**config.mk**
```make
export PLATFORM = sky130hd
export DESIGN_NAME = layer_composer_ctrl
export DESIGN_NICKNAME = d
export VERILOG_FILES = /design/src/rtl/layer_composer_ctrl_pkg.sv /design/src/rtl/layer_composer_ctrl_raster_counter.sv /design/src/rtl/layer_composer_ctrl.sv
export SDC_FILE = /design/constraint.sdc
export NUM_CORES = 1
export LEC_CHECK = 0
export BUFFER_PORTS_ARGS = -buffer_cell sky130_fd_sc_hd__buf_2
export CAP_MARGIN = 20
export CORE_MARGIN = 8
export CORE_UTILIZATION = 58
export CTS_BUF_LIST = sky130_fd_sc_hd__clkbuf_4 sky130_fd_sc_hd__clkbuf_8
export CTS_CLUSTER_DIAMETER = 150
export DETAILED_ROUTE_END_ITERATION = 7
export GPL_TIMING_DRIVEN = 0
export PLACE_DENSITY_LB_ADDON = 0.15
export SYNTH_ARGS = -nofsm -noshare
export SYNTH_HDL_FRONTEND = slang
export SYNTH_SLANG_ARGS = --single-unit
```
**constraint.sdc**
```tcl
create_clock -name clk -period 4.05 [get_ports clk]
set_clock_uncertainty 0.05 [all_clocks]
set_input_delay 0.6075 -clock clk [delete_from_list [all_inputs] [get_ports clk]]
set_output_delay 0.6075 -clock clk [all_outputs]
set_load 0.1 [all_outputs]
```
**src/rtl/layer_composer_ctrl_pkg.sv**
```systemverilog
// Shared definitions for the pixel composer sequencing logic: state encoding,
// default raster size and counter width helpers.
package vpu_compose_pkg;

  typedef enum logic [1:0] {
    ST_IDLE       = 2'd0,
    ST_REQ        = 2'd1,
    ST_WAIT_FETCH = 2'd2,
    ST_COMPOSE    = 2'd3
  } state_e;

  localparam int DEF_H_ACTIVE = 640;
  localparam int DEF_V_ACTIVE = 480;

  function automatic int xw(input int h_active);
    return (h_active > 1) ? $clog2(h_active) : 1;
  endfunction

  function automatic int yw(input int v_active);
    return (v_active > 1) ? $clog2(v_active) : 1;
  endfunction

endpackage

```
**src/rtl/layer_composer_ctrl_raster_counter.sv**
```systemverilog
// Raster position counter: x wraps at end of line and bumps y, last flags the
// final pixel of the frame, clr returns to the origin.
module raster_counter
  import vpu_compose_pkg::*;
#(
  parameter int H_ACTIVE = DEF_H_ACTIVE,
  parameter int V_ACTIVE = DEF_V_ACTIVE,
  parameter int XW       = xw(H_ACTIVE),
  parameter int YW       = yw(V_ACTIVE)
) (
  input  logic          clk,
  input  logic          rst,
  input  logic          clr,
  input  logic          adv,
  output logic [XW-1:0] x,
  output logic [YW-1:0] y,
  output logic          last
);

  logic [XW-1:0] x_q, x_d;
  logic [YW-1:0] y_q, y_d;
  logic          x_end, y_end;

  assign x_end = (x_q == XW'(H_ACTIVE - 1));
  assign y_end = (y_q == YW'(V_ACTIVE - 1));

  always_comb begin
    x_d = x_q;
    y_d = y_q;
    if (clr) begin
      x_d = '0;
      y_d = '0;
    end else if (adv) begin
      if (x_end) begin
        x_d = '0;
        y_d = y_end ? '0 : y_q + 1'b1;
      end else begin
        x_d = x_q + 1'b1;
      end
    end
  end

  always_ff @(posedge clk) begin
    if (rst) begin
      x_q <= '0;
      y_q <= '0;
    end else begin
      x_q <= x_d;
      y_q <= y_d;
    end
  end

  assign x    = x_q;
  assign y    = y_q;
  assign last = x_end & y_end;

endmodule

```
**src/rtl/layer_composer_ctrl.sv**
```systemverilog
// Per-pixel sequencer: BG pop, parallel sprite-layer fetch, compose commit.
// Optional fetch watchdog under LAYER_COMPOSER_FETCH_TIMEOUT_EN.
module layer_composer_ctrl
  import vpu_compose_pkg::*;
#(
  parameter int H_ACTIVE = DEF_H_ACTIVE,
  parameter int V_ACTIVE = DEF_V_ACTIVE,
  parameter int N_LAYERS = 2
`ifdef LAYER_COMPOSER_FETCH_TIMEOUT_EN
  , parameter int TIMEOUT_CYCLES = 64
`endif
) (
  input  logic                        clk,
  input  logic                        rst,
  input  logic                        frame_start,
  input  logic                        sprites_ready,
  input  logic                        bg_valid,
  output logic                        bg_rdreq,
  input  logic [N_LAYERS-1:0]         layer_en,
  output logic [N_LAYERS-1:0]         fetch_start,
  input  logic [N_LAYERS-1:0]         fetch_done,
  output logic [N_LAYERS-1:0]         layer_ok,
  input  logic                        wrfull,
  output logic                        pc_enable,
  output logic                        wrreq,
  output logic [xw(H_ACTIVE)-1:0]     pixel_x,
  output logic [yw(V_ACTIVE)-1:0]     pixel_y,
  output logic                        frame_done,
  output logic                        busy
`ifdef LAYER_COMPOSER_FETCH_TIMEOUT_EN
  , output logic                      fetch_timeout
`endif
);

  state_e                state_q, state_d;
  logic [N_LAYERS-1:0]   active_q, active_d;
  logic [N_LAYERS-1:0]   done_q, done_d;
  logic [N_LAYERS-1:0]   layer_ok_q, layer_ok_d;
  logic                  resync_q, resync_d;
  logic [N_LAYERS-1:0]   hit;
  logic                  r_clr, r_adv, r_last;

`ifdef LAYER_COMPOSER_FETCH_TIMEOUT_EN
  localparam int TW = (TIMEOUT_CYCLES > 1) ? $clog2(TIMEOUT_CYCLES) : 1;
  logic [TW-1:0] tmr_q, tmr_d;
  logic          to_q, to_d;
`endif

  raster_counter #(
    .H_ACTIVE (H_ACTIVE),
    .V_ACTIVE (V_ACTIVE)
  ) u_raster (
    .clk  (clk),
    .rst  (rst),
    .clr  (r_clr),
    .adv  (r_adv),
    .x    (pixel_x),
    .y    (pixel_y),
    .last (r_last)
  );

  // Lanes that were not launched this pixel can never complete it.
  assign hit = done_q | (fetch_done & active_q);

  always_comb begin
    state_d     = state_q;
    active_d    = active_q;
    done_d      = done_q;
    layer_ok_d  = '0;
    resync_d    = resync_q;
    bg_rdreq    = 1'b0;
    fetch_start = '0;
    pc_enable   = 1'b0;
    wrreq       = 1'b0;
    frame_done  = 1'b0;
    r_clr       = 1'b0;
    r_adv       = 1'b0;
`ifdef LAYER_COMPOSER_FETCH_TIMEOUT_EN
    tmr_d       = tmr_q;
    to_d        = to_q;
`endif
    unique case (state_q)
      ST_IDLE: begin
        if (frame_start || sprites_ready) state_d = ST_REQ;
        if (frame_start) r_clr = 1'b1;
      end
      ST_REQ: begin
        if (!wrfull && bg_valid) begin
          bg_rdreq    = 1'b1;
          fetch_start = layer_en;
          active_d    = layer_en;
          done_d      = '0;
          state_d     = (layer_en == '0) ? ST_COMPOSE : ST_WAIT_FETCH;
`ifdef LAYER_COMPOSER_FETCH_TIMEOUT_EN
          tmr_d       = TW'(TIMEOUT_CYCLES - 1);
`endif
        end
      end
      ST_WAIT_FETCH: begin
        done_d = hit;
        if (hit == active_q) begin
          state_d    = ST_COMPOSE;
          layer_ok_d = hit;
        end
`ifdef LAYER_COMPOSER_FETCH_TIMEOUT_EN
        else if (tmr_q == '0) begin
          state_d    = ST_COMPOSE;
          layer_ok_d = hit;
          to_d       = 1'b1;
        end else begin
          tmr_d = tmr_q - 1'b1;
        end
`endif
      end
      ST_COMPOSE: begin
        layer_ok_d = layer_ok_q;
        if (!wrfull) begin
          pc_enable  = 1'b1;
          wrreq      = 1'b1;
          layer_ok_d = '0;
          state_d    = ST_REQ;
          // A pending resync restarts the raster but never drops to IDLE.
          if (resync_q) begin
            r_clr      = 1'b1;
            resync_d   = 1'b0;
            frame_done = r_last;
          end else begin
            r_adv = 1'b1;
            if (r_last) begin
              frame_done = 1'b1;
              state_d    = ST_IDLE;
            end
          end
        end
      end
      default: state_d = ST_IDLE;
    endcase
    if (frame_start && (state_q != ST_IDLE)) resync_d = 1'b1;
  end

  always_ff @(posedge clk) begin
    if (rst) begin
      state_q    <= ST_IDLE;
      active_q   <= '0;
      done_q     <= '0;
      layer_ok_q <= '0;
      resync_q   <= 1'b0;
    end else begin
      state_q    <= state_d;
      active_q   <= active_d;
      done_q     <= done_d;
      layer_ok_q <= layer_ok_d;
      resync_q   <= resync_d;
    end
  end

`ifdef LAYER_COMPOSER_FETCH_TIMEOUT_EN
  always_ff @(posedge clk) begin
    if (rst) begin
      tmr_q <= '0;
      to_q  <= 1'b0;
    end else begin
      tmr_q <= tmr_d;
      to_q  <= to_d;
    end
  end

  assign fetch_timeout = to_q;
`endif

  assign layer_ok = layer_ok_q;
  assign busy     = (state_q != ST_IDLE);

endmodule

```
==> flow_summary.ini, run 1 <==
[logic_synthesis]
ys_ff_latch = 28
syn_area_um2 = 1439
ys_warn_count = 0
synth.distinct_cells = 40
synth.mux.area_fraction_pct = 4.174
synth.avg_cell_area_um2 = 8.720
yosysSeqAreaShare_pct = 38.96
synth-edff-count = 0
yosys.area_share.simple_pct = 28.61
syn_nets = 181
synth-compound-area-share_pct = 9.913
synth_fa_ha_area_share_pct = 5.217
ys.flop_type = dfxtp_1
syn_inst = 165
synth-xor-area-share_pct = 9.739
synth_top_family_by_area = simple AND/OR/NAND/NOR gates
synth-async-reset-ratio_pct = 0

[floorplanning]
core_region_area_um2 = 2410
start_util_pct = 59.71
io_pins = 38
dieHeight_um = 65.81
die_w_um = 65.81
rows = 18
design.die.area_um2 = 4330

[cts]
clockRootBuffer = clkbuf_4
cts_buffer_depth = 2
cts_tree = built
cts_inserted_buffers = 3
clkLatencyLatePin_ns = 0.33
ctsHoldBuffers = 0
htree_levels = 1
cts_setup_buffers = 0
post_cts_resized = 0
clkTransAtPathRegs_ns = 0.15
clock_sinks = 28

[power]
p_int_mw = 0.4610
p_clk_share_pct = 24.6
vdd_ir_drop_max_uv = 386.0
combPwrFrac_pct = 34.2
switchingPower_mw = 0.2832
seq_power_share_pct = 41.2
cellPowerDensity_nw_per_um2 = 432.9
p_sw_share_pct = 38.06
p_leak_nw = 0.7293

[global_route]
grt_max_degree = 17
grtUsageTotal_pct = 15.29
overflow = 0
grt_pass1_wl_mm = 5.368
antenna_found_initial = 0
grt_pass1_vias = 1258

[routing]
wl_per_cell_um = 13.45
initialDrtViolationCount = 59
firstDrtPassIters = 4
ant_nets = 0
via_per_inst = 5.458
drc = 0
vias = 1288
totalWireLength_mm = 3.175

[critical_path]
cp_cell_sequence = nor4bb_1 -> and3_2 -> nand3_1 -> nor2_1 -> buf_2
critPathArrivalTime_ns = 2.15
cp_max_fo = 5
worstPathRequired_ns = 3.39
path_class = register to output pin
cpPeakStageDelay_ns = 0.44
slowest_stage = nor4bb_1
path_buf_inv = 1
cp_top_family = simple AND/OR/NAND/NOR gates
critPathCaptureType = output pin
cp-start-kind = register

[sta]
fin_crit_sh_pct = 69.20
finalSetupViolCount = 0
worstMarginPinSlew_ns = 0.4744
fin_crit_ns = 2.803
hold_viol = 0
rsz0062_at_grt = false
fmax_mhz = 356.8
worst_slack_ns = 1.247
fin_tns_setup_ns = 0
slew_headroom_pct = 68.13
slew_violations = 0

[cells_and_area]
area_growth_pct = 19.48
drive_above_1_share_pct = 25.24
fin_nets = 223
diodes = 0
fillers = 195

[place]
io_buffers = 37
hpwl_mm = 2.525
place_worst_setup_slack_ns = 1.621
gp_congestion = 0.8174

[worst_hold_path]
hp-class = register to register

[flow_run]
drv_cap = 0

[status]
status = finished, final reports clean
## logic make-up (layout without fill, tap and decap cells)
| kind of cell | after synthesis | in the layout |
|---|---|---|
| muxes | 6 | 6 |
| adders and majority gates | 6 | 6 |
| xor gates and xnor gates | 16 | 16 |
| and+or+nand+nor | 75 | 75 |
| AOI/OAI and AO/OA | 22 | 22 |
| buffers and inverters | 12 | 53 |
| DFF | 28 | 28 |
## layer usage
metal  wire length (um)  GRT usage [%]  up-vias
li1                   -              -      653
met1               1409          17.00      594
met2               1519          26.67       34
met3                186          3.898        7
met4                 59          6.812        0
met5                  0              0        -
## cell usage after synthesis (2+ instances only)
cell type	count	area share, %
xnor2_1	9	5.5
inv_1	7	1.8
nand2_1	9	2.3
nor2_1	28	7.3
and3_2	2	1.0
xor2_1	7	4.3
nor3_1	3	1.0
nand4_1	3	1.3
o21ai_0	5	1.7
mux2i_1	6	4.2
ha_1	6	5.2
a21oi_1	7	2.4
nand2b_1	3	1.3
nand3_1	10	3.5
dfxtp_1	28	39
a22oi_1	3	1.6
nor2b_1	3	1.3
clkbuf_1	3	0.78
and2_1	2	0.87
## cell type report
cell class | count | area [um^2] | area share [%]
buffer | 4 | 18.77 | 1.092
clock buffer | 3 | 22.52 | 1.310
clock inverter | 1 | 30.03 | 1.747
inverter | 8 | 30.03 | 1.747
multi-input combinational | 125 | 834.6 | 48.54
sequential | 28 | 560.5 | 32.61
tap | 30 | 37.54 | 2.183
timing repair buffer | 37 | 185.2 | 10.77
## flip-flops by register name, summed over array words and instances, names as in the netlist
name,cells
u_raster.x,10
u_raster.y,9
active_q,2
done_q,2
layer_ok,2
state_q,2
resync_q,1
## tightest hold or removal path: cells and delay by family (launching register included)
kind | cells | cell delay [ns]
flip-flops | 1 | 0.34
AO/OA/AOI/OAI | 1 | 0.05
AND/OR/NAND/NOR | 1 | 0.06
## cells in the final DEF, fill, tap and decap left out, drive strengths merged, types with 3 or more instances in the layout
cell | Yosys | routed
ha | 6 | 6
dfxtp | 28 | 28
nor3 | 3 | 3
inv | 8 | 8
nand4 | 3 | 3
a22oi | 3 | 3
clkbuf | 3 | 6
nor2b | 3 | 3
nand2 | 10 | 10
nand3 | 10 | 10
buf | 1 | 38
nand2b | 4 | 4
xor2 | 7 | 7
and3 | 3 | 3
a21oi | 7 | 7
nor2 | 28 | 28
xnor2 | 9 | 9
mux2i | 6 | 6
o21ai | 6 | 6
## power groups by stage
stage / logic (mW) / clock network [mW] / registers, mW
after global routing: 0.275 / 0.200 / 0.309
after floorplan: 0.207 / 0 / 0.312
after global placement: 0.250 / 0 / 0.310
after detailed placement: 0.254 / 0 / 0.312
after CTS: 0.255 / 0.188 / 0.306
final: 0.255 / 0.183 / 0.306
## final timing paths
check                      from            end  slack [ns]  depth (start not counted)
setup / recovery  u_raster.x[9]     frame_done        1.25                          5
hold / removal      layer_ok[1]    layer_ok[1]        0.43                          2
setup reg to reg     state_q[1]  u_raster.y[8]        1.81                          6
hold reg to reg     layer_ok[1]    layer_ok[1]        0.43                          2
## stage by stage
step,std cells,hold WS (ns),area [um^2],utilization (%),total power [mW]
6_report,236,0.4252,1719,71.34,0.7442
5_1_grt,236,0.4515,1719,71.34,0.7842
4_1_cts,236,0.4288,1719,71.34,0.7497
3_5_place_dp,232,0.4090,1667,69.16,0.5656
3_3_place_gp,232,0.4010,1667,69.16,0.5601
2_1_floorplan,165,0.4337,1444,-,0.5192
Note: power is estimated with default switching activity, not from simulation.
==> inputs of run 2 (changes only) <==
--- a/config.mk
+++ b/config.mk
@@ -5,10 +5,11 @@
 export SDC_FILE = /design/constraint.sdc
 export NUM_CORES = 1
 export LEC_CHECK = 0
+export ABC_AREA = 1
 export BUFFER_PORTS_ARGS = -buffer_cell sky130_fd_sc_hd__buf_2
 export CAP_MARGIN = 20
 export CORE_MARGIN = 8
-export CORE_UTILIZATION = 58
+export CORE_UTILIZATION = 56
 export CTS_BUF_LIST = sky130_fd_sc_hd__clkbuf_4 sky130_fd_sc_hd__clkbuf_8
 export CTS_CLUSTER_DIAMETER = 150
 export DETAILED_ROUTE_END_ITERATION = 7
==> constraint.sdc (replaced) <==
create_clock -name clk -period 2.76 [get_ports clk]
set_clock_uncertainty 0.05 [all_clocks]
set_input_delay 0.414 -clock clk [delete_from_list [all_inputs] [get_ports clk]]
set_output_delay 0.414 -clock clk [all_outputs]
set_load 0.1 [all_outputs]
==> run 2 against run 1 <==
  * Synthesized cell count rose by 57%
  * Sequential share of layout area decreased by 4.2 points
  * Worst setup slack got worse by 1.1 ns
  * First-iteration DRC count up 66%
  * Clock-buffer cell count increased by 1
  * Final cell count up 46%
  * Critical path depth rose by 1
  * Flip-flop and latch count is the same
  * Core utilization fell by 2.1 points
  * Critical path type unchanged
  * Clock power up 4%
==> flow_summary.ini, run 2 <==
[critical_path]
ff2ff_path_depth = 11
critPathArrivalTime_ns = 2.10
critPathCaptureType = output pin
worstPathRequired_ns = 2.30
reg2reg_from = state_q[1]
cp_max_fo = 6
reg2reg_setup_slack_ns = 1.12
crit_end = frame_done
r2r-end = u_raster.y[8]
slowest_stage = dfxtp_4
cp-start-kind = register
cpPeakStageDelay_ns = 0.40
cp_cell_sequence = ha_1 -> inv_1 -> nor2_4 -> nand4_4 -> nor4_4 -> clkbuf_4
path_class = register to output pin
cp-startpoint = u_raster.y[0]

[sta]
slew_violations = 0
fmax_mhz = 389.5
fin_crit_sh_pct = 93.02
slew_headroom_pct = 67.39
worst_slack_ns = 0.1926
fin_tns_setup_ns = 0
hold_viol = 0
rsz0062_at_grt = false
fin_crit_ns = 2.567
finalSetupViolCount = 0
worstMarginPinSlew_ns = 0.4925

[logic_synthesis]
synth-edff-count = 0
synth-async-reset-ratio_pct = 0
synth_top_family_by_area = simple AND/OR/NAND/NOR gates
synth_fa_ha_area_share_pct = 4.267
synth_area_leader_cell = dfxtp_1
yosysSeqAreaShare_pct = 31.86
synth_area_leaders = dfxtp_1, nand2_1, inv_1
yosys.cell_count.top_type = nand2_1
synth.distinct_cells = 33
synth-compound-area-share_pct = 10.53
synth.mux.area_fraction_pct = 0
syn_area_um2 = 1759
syn_nets = 275
synth.avg_cell_area_um2 = 6.792
synthTopCellsByCount = nand2_1, inv_1, nor2_1
syn_inst = 259
yosys.area_share.simple_pct = 39.83
ys.flop_type = dfxtp_1
ys_ff_latch = 28
synth-xor-area-share_pct = 2.489
synth_top_area_share_pct = 31.86
ys_warn_count = 0

[cells_and_area]
final_area_um2 = 2096
layout_common_cells = nand2_1, inv_1, buf_2, nor2_1, nand3_1
diodes = 0
area_growth_pct = 19.13
drive_above_1_share_pct = 31.00
fin_nets = 317
layout_commonest_cell = nand2_1
largest_reg_flops = 10
fillers = 283

[routing]
wl_per_cell_um = 11.14
firstDrtPassIters = 4
via_per_inst = 4.863
totalWireLength_mm = 3.832
ant_nets = 0
drc = 0
initialDrtViolationCount = 98
vias = 1673

[place]
hpwl_mm = 2.985
place_worst_setup_slack_ns = 0.4865
gp_congestion = 0.8287
io_buffers = 37
placed_area_um2 = 2063

[global_route]
antenna_found_initial = 0
overflow = 0
grtUsageTotal_pct = 14.91
grt_pass1_wl_mm = 6.423
grt_pass1_vias = 1496
grt_max_degree = 16

[power]
fin_total_pwr_mw = 1.159
vdd_ir_drop_max_uv = 225.2
switchingPower_mw = 0.5318
seq_power_share_pct = 39.9
p_int_mw = 0.6272
p_sw_share_pct = 45.88
p_clk_share_pct = 16.5
p_leak_nw = 1.021
combPwrFrac_pct = 43.6
cellPowerDensity_nw_per_um2 = 553.0

[cts]
cts_setup_buffers = 0
post_cts_resized = 0
cts_buffer_depth = 2
clkLatencyLatePin_ns = 0.34
htree_levels = 1
ctsHoldBuffers = 0
cts_tree = built
cts_inserted_buffers = 3
clockRootBuffer = clkbuf_4
clock_sinks = 28
clkTransAtPathRegs_ns = 0.15

[floorplanning]
design.die.area_um2 = 5191
core_region_area_um2 = 3028
io_pins = 38
die_w_um = 72.05
rows = 20
start_util_pct = 58.10
dieHeight_um = 72.05

[status]
status = finished, final reports clean

[worst_hold_path]
hp-start = rst
hp-class = primary input to register

[flow_run]
drv_cap = 0
-- run 2: cells by family after synthesis --
group                      Yosys count
adders and majority gates            6
xor gates and xnor gates             5
DFF                                 28
buffers and inverters               45
AOI/OAI and AO/OA                   31
and+or+nand+nor                    144
-- run 2: per-layer routing --
metal | share of wire, % | vias to the layer above | wire length [um] | track usage, %
met5 | 0 | - | 0 | 0
met4 | 1.2 | 0 | 46 | 4.989
met3 | 4.4 | 5 | 169 | 3.306
met2 | 44 | 30 | 1675 | 24.19
met1 | 51 | 738 | 1941 | 18.92
li1 | - | 900 | - | -
-- run 2: through the flow --
step | cells | util, % | hold WS (ns)
finish | 344 | 69.21 | 0.2334
global route | 344 | 69.21 | 0.2296
CTS | 344 | 69.13 | 0.2342
detailed placement | 340 | 68.14 | 0.4149
global placement | 340 | 68.14 | 0.4049
floorplan | 259 | - | 0.3849
-- run 2: power by group through the flow --
stage	clock network, mW	registers, mW	logic [mW]
after floorplan	0	0.508	0.382
after global placement	0	0.471	0.500
after detailed placement	0	0.472	0.505
after CTS	0.194	0.463	0.506
after global routing	0.210	0.469	0.557
final	0.191	0.463	0.505
-- run 2: cell type report --
class                           instances  area (um^2)  share of cell area (%)
Buffer                                  4        33.78                   1.612
Clock buffer                            4        30.03                   1.433
Inverter                               41        160.2                   7.642
Multi-Input combinational cell        186         1033                   49.31
Sequential cell                        28        595.6                   28.42
Tap cell                               44        55.05                   2.627
Timing Repair Buffer                   37        187.7                   8.955
-- run 2: how the worst min path moves through the flow --
stage,endpoint,cells after the start
floorplan,resync_q,2
global placement,resync_q,2
detailed placement,resync_q,2
CTS,resync_q,2
global route,resync_q,2
finish,resync_q,2
-- run 2: critical path: cells and delay by family (launching register included) --
family | cells | cell delay, ns
buffers and inverters | 2 | 0.47
flip-flops | 1 | 0.40
adder cells (fa/ha/maj) | 1 | 0.22
AND/OR/NAND/NOR | 3 | 0.67
==> inputs of run 3 (changes only) <==
--- a/config.mk
+++ b/config.mk
@@ -8,8 +8,10 @@
 export ABC_AREA = 1
 export BUFFER_PORTS_ARGS = -buffer_cell sky130_fd_sc_hd__buf_2
 export CAP_MARGIN = 20
+export CELL_PAD_IN_SITES_DETAIL_PLACEMENT = 1
+export CELL_PAD_IN_SITES_GLOBAL_PLACEMENT = 1
 export CORE_MARGIN = 8
-export CORE_UTILIZATION = 56
+export CORE_UTILIZATION = 39
 export CTS_BUF_LIST = sky130_fd_sc_hd__clkbuf_4 sky130_fd_sc_hd__clkbuf_8
 export CTS_CLUSTER_DIAMETER = 150
 export DETAILED_ROUTE_END_ITERATION = 7
==> run 3 against run 2 <==
  * Combinational power is 2% higher
  * Core utilization is 20 points lower
  * Sequential power hardly changed
  * Total power is 7.0% higher
  * Flip-flop and latch count stayed put
  * Register-to-register slack worse by 0.02 ns
  * Clock-buffer cell count stayed put
  * Die area is 33% higher
  * Routed wire length is 15% higher
  * Clock power is 37% higher
  * Critical endpoint unchanged
  * Largest power group unchanged
==> flow_summary.ini, run 3 (synthesis results as in run 2) <==
[status]
status = finished, final reports clean

[routing]
ant_nets = 0
vias = 1695
firstDrtPassIters = 4
initialDrtViolationCount = 35
wl_per_cell_um = 12.55
via_per_inst = 4.815
totalWireLength_mm = 4.416
drc = 0

[power]
switchingPower_mw = 0.5509
p_leak_nw = 1.032
combPwrFrac_pct = 41.5
seq_power_share_pct = 37.5
p_int_mw = 0.6891
vdd_ir_drop_max_uv = 244.1
fin_total_pwr_mw = 1.240
p_sw_share_pct = 44.43
p_clk_share_pct = 21.0
cellPowerDensity_nw_per_um2 = 582.6

[global_route]
grt_pass1_vias = 1725
grt_max_degree = 16
antenna_found_initial = 0
grtUsageTotal_pct = 13.13
grt_pass1_wl_mm = 7.886
overflow = 0

[cells_and_area]
final_area_um2 = 2128
fillers = 598
multi_input_area_um2 = 1033
fin_nets = 317
layout_commonest_cell = nand2_1
final_cells = 352
area_growth_pct = 20.98
layout_common_cells = nand2_1, inv_1, buf_2, nor2_1, nand3_1
drive_above_1_share_pct = 31.00
register_area_um2 = 595.6
diodes = 0
largest_reg_flops = 10
fin_util_pct = 48.88

[floorplanning]
io_pins = 38
die_w_um = 83.16
dieHeight_um = 83.16
design.die.area_um2 = 6916
core_region_area_um2 = 4354
start_util_pct = 40.40
rows = 24

[critical_path]
path_class = register to output pin
critPathCaptureType = output pin
ff2ff_path_depth = 11
critPathArrivalTime_ns = 2.12
r2r-end = u_raster.y[6]
cp-start-kind = register
reg2reg_from = state_q[1]
worstPathRequired_ns = 2.30
cp_max_fo = 6
reg2reg_setup_slack_ns = 1.10

[cts]
htree_levels = 1
cts_buffer_depth = 2
cts_inserted_buffers = 3
cts_setup_buffers = 0
clockRootBuffer = clkbuf_8
clkLatencyLatePin_ns = 0.28
cts_tree = built
post_cts_resized = 0
ctsHoldBuffers = 0
clock_sinks = 28
clkTransAtPathRegs_ns = 0.10

[place]
io_buffers = 37
placed_area_um2 = 2073
place_inst = 348
hpwl_mm = 3.597
place_worst_setup_slack_ns = 0.4560
gp_congestion = 0.7290

[worst_hold_path]
hp-start = rst
whs_path_depth = 2
hp-class = primary input to register
hold_end = active_q[0]

[sta]
worst_slack_ns = 0.1750
worstMarginPinSlew_ns = 0.4927
finalSetupViolCount = 0
fin_tns_setup_ns = 0
fin_crit_ns = 2.585
fmax_mhz = 386.8
rsz0062_at_grt = false
hold_viol = 0
slew_violations = 0
fin_crit_sh_pct = 93.66
slew_headroom_pct = 67.38
timing.hold.ws_ns = 0.3073

[flow_run]
drv_cap = 0
[run 3: cell count changes in the layout (fill, tap and decap cells not counted)]
cell / before / now
clkbuf_4: 5 / 0
clkbuf_8: 0 / 4
buf_2: 36 / 37
[run 3: area by class of cell]
cell class	instances	area share, %
Multi-Input combinational cell	186	48.56
Timing Repair Buffer	37	8.701
Inverter	41	7.525
Clock buffer	4	2.587
Sequential cell	28	27.98
Tap cell	52	3.057
Buffer	4	1.587
[run 3: worst max-delay path by stage]
| stage | end | slack, ns | startpoint |
|---|---|---|---|
| 6_report | frame_done | 0.18 | u_raster.y[0] |
| 5_1_grt | frame_done | 0.004 | u_raster.y[0] |
| 3_3_place_gp | frame_done | 0.46 | u_raster.y[0] |
| 3_5_place_dp | frame_done | 0.46 | u_raster.y[0] |
| 4_1_cts | frame_done | 0.14 | u_raster.y[0] |
| 2_1_floorplan | frame_done | 0.002 | u_raster.y[0] |
[run 3: critical path, cell delays in order (launching register included)]
cell and delay (ns):
dfxtp_4 0.39, ha_1 0.22, inv_1 0.10, nor2_4 0.19, nand4_4 0.17, nor4_4 0.31, buf_2 0.47
[run 3: routing by layer]
layer / vias to the layer above / track usage [%] / wire (um)
met4: 0 / 4.313 / 49
met5: - / 0 / 0
met2: 30 / 22.14 / 2015
li1: 896 / - / -
met1: 764 / 15.99 / 2174
met3: 5 / 2.930 / 176
[run 3: power groups by stage]
| stage | Sequential, mW | Combinational [mW] | Clock, mW |
|---|---|---|---|
| 4_1_cts | 0.466 | 0.524 | 0.273 |
| 5_1_grt | 0.471 | 0.573 | 0.289 |
| 6_report | 0.464 | 0.515 | 0.261 |
| 3_5_place_dp | 0.475 | 0.521 | 0 |
| 2_1_floorplan | 0.508 | 0.382 | 0 |
| 3_3_place_gp | 0.472 | 0.511 | 0 |
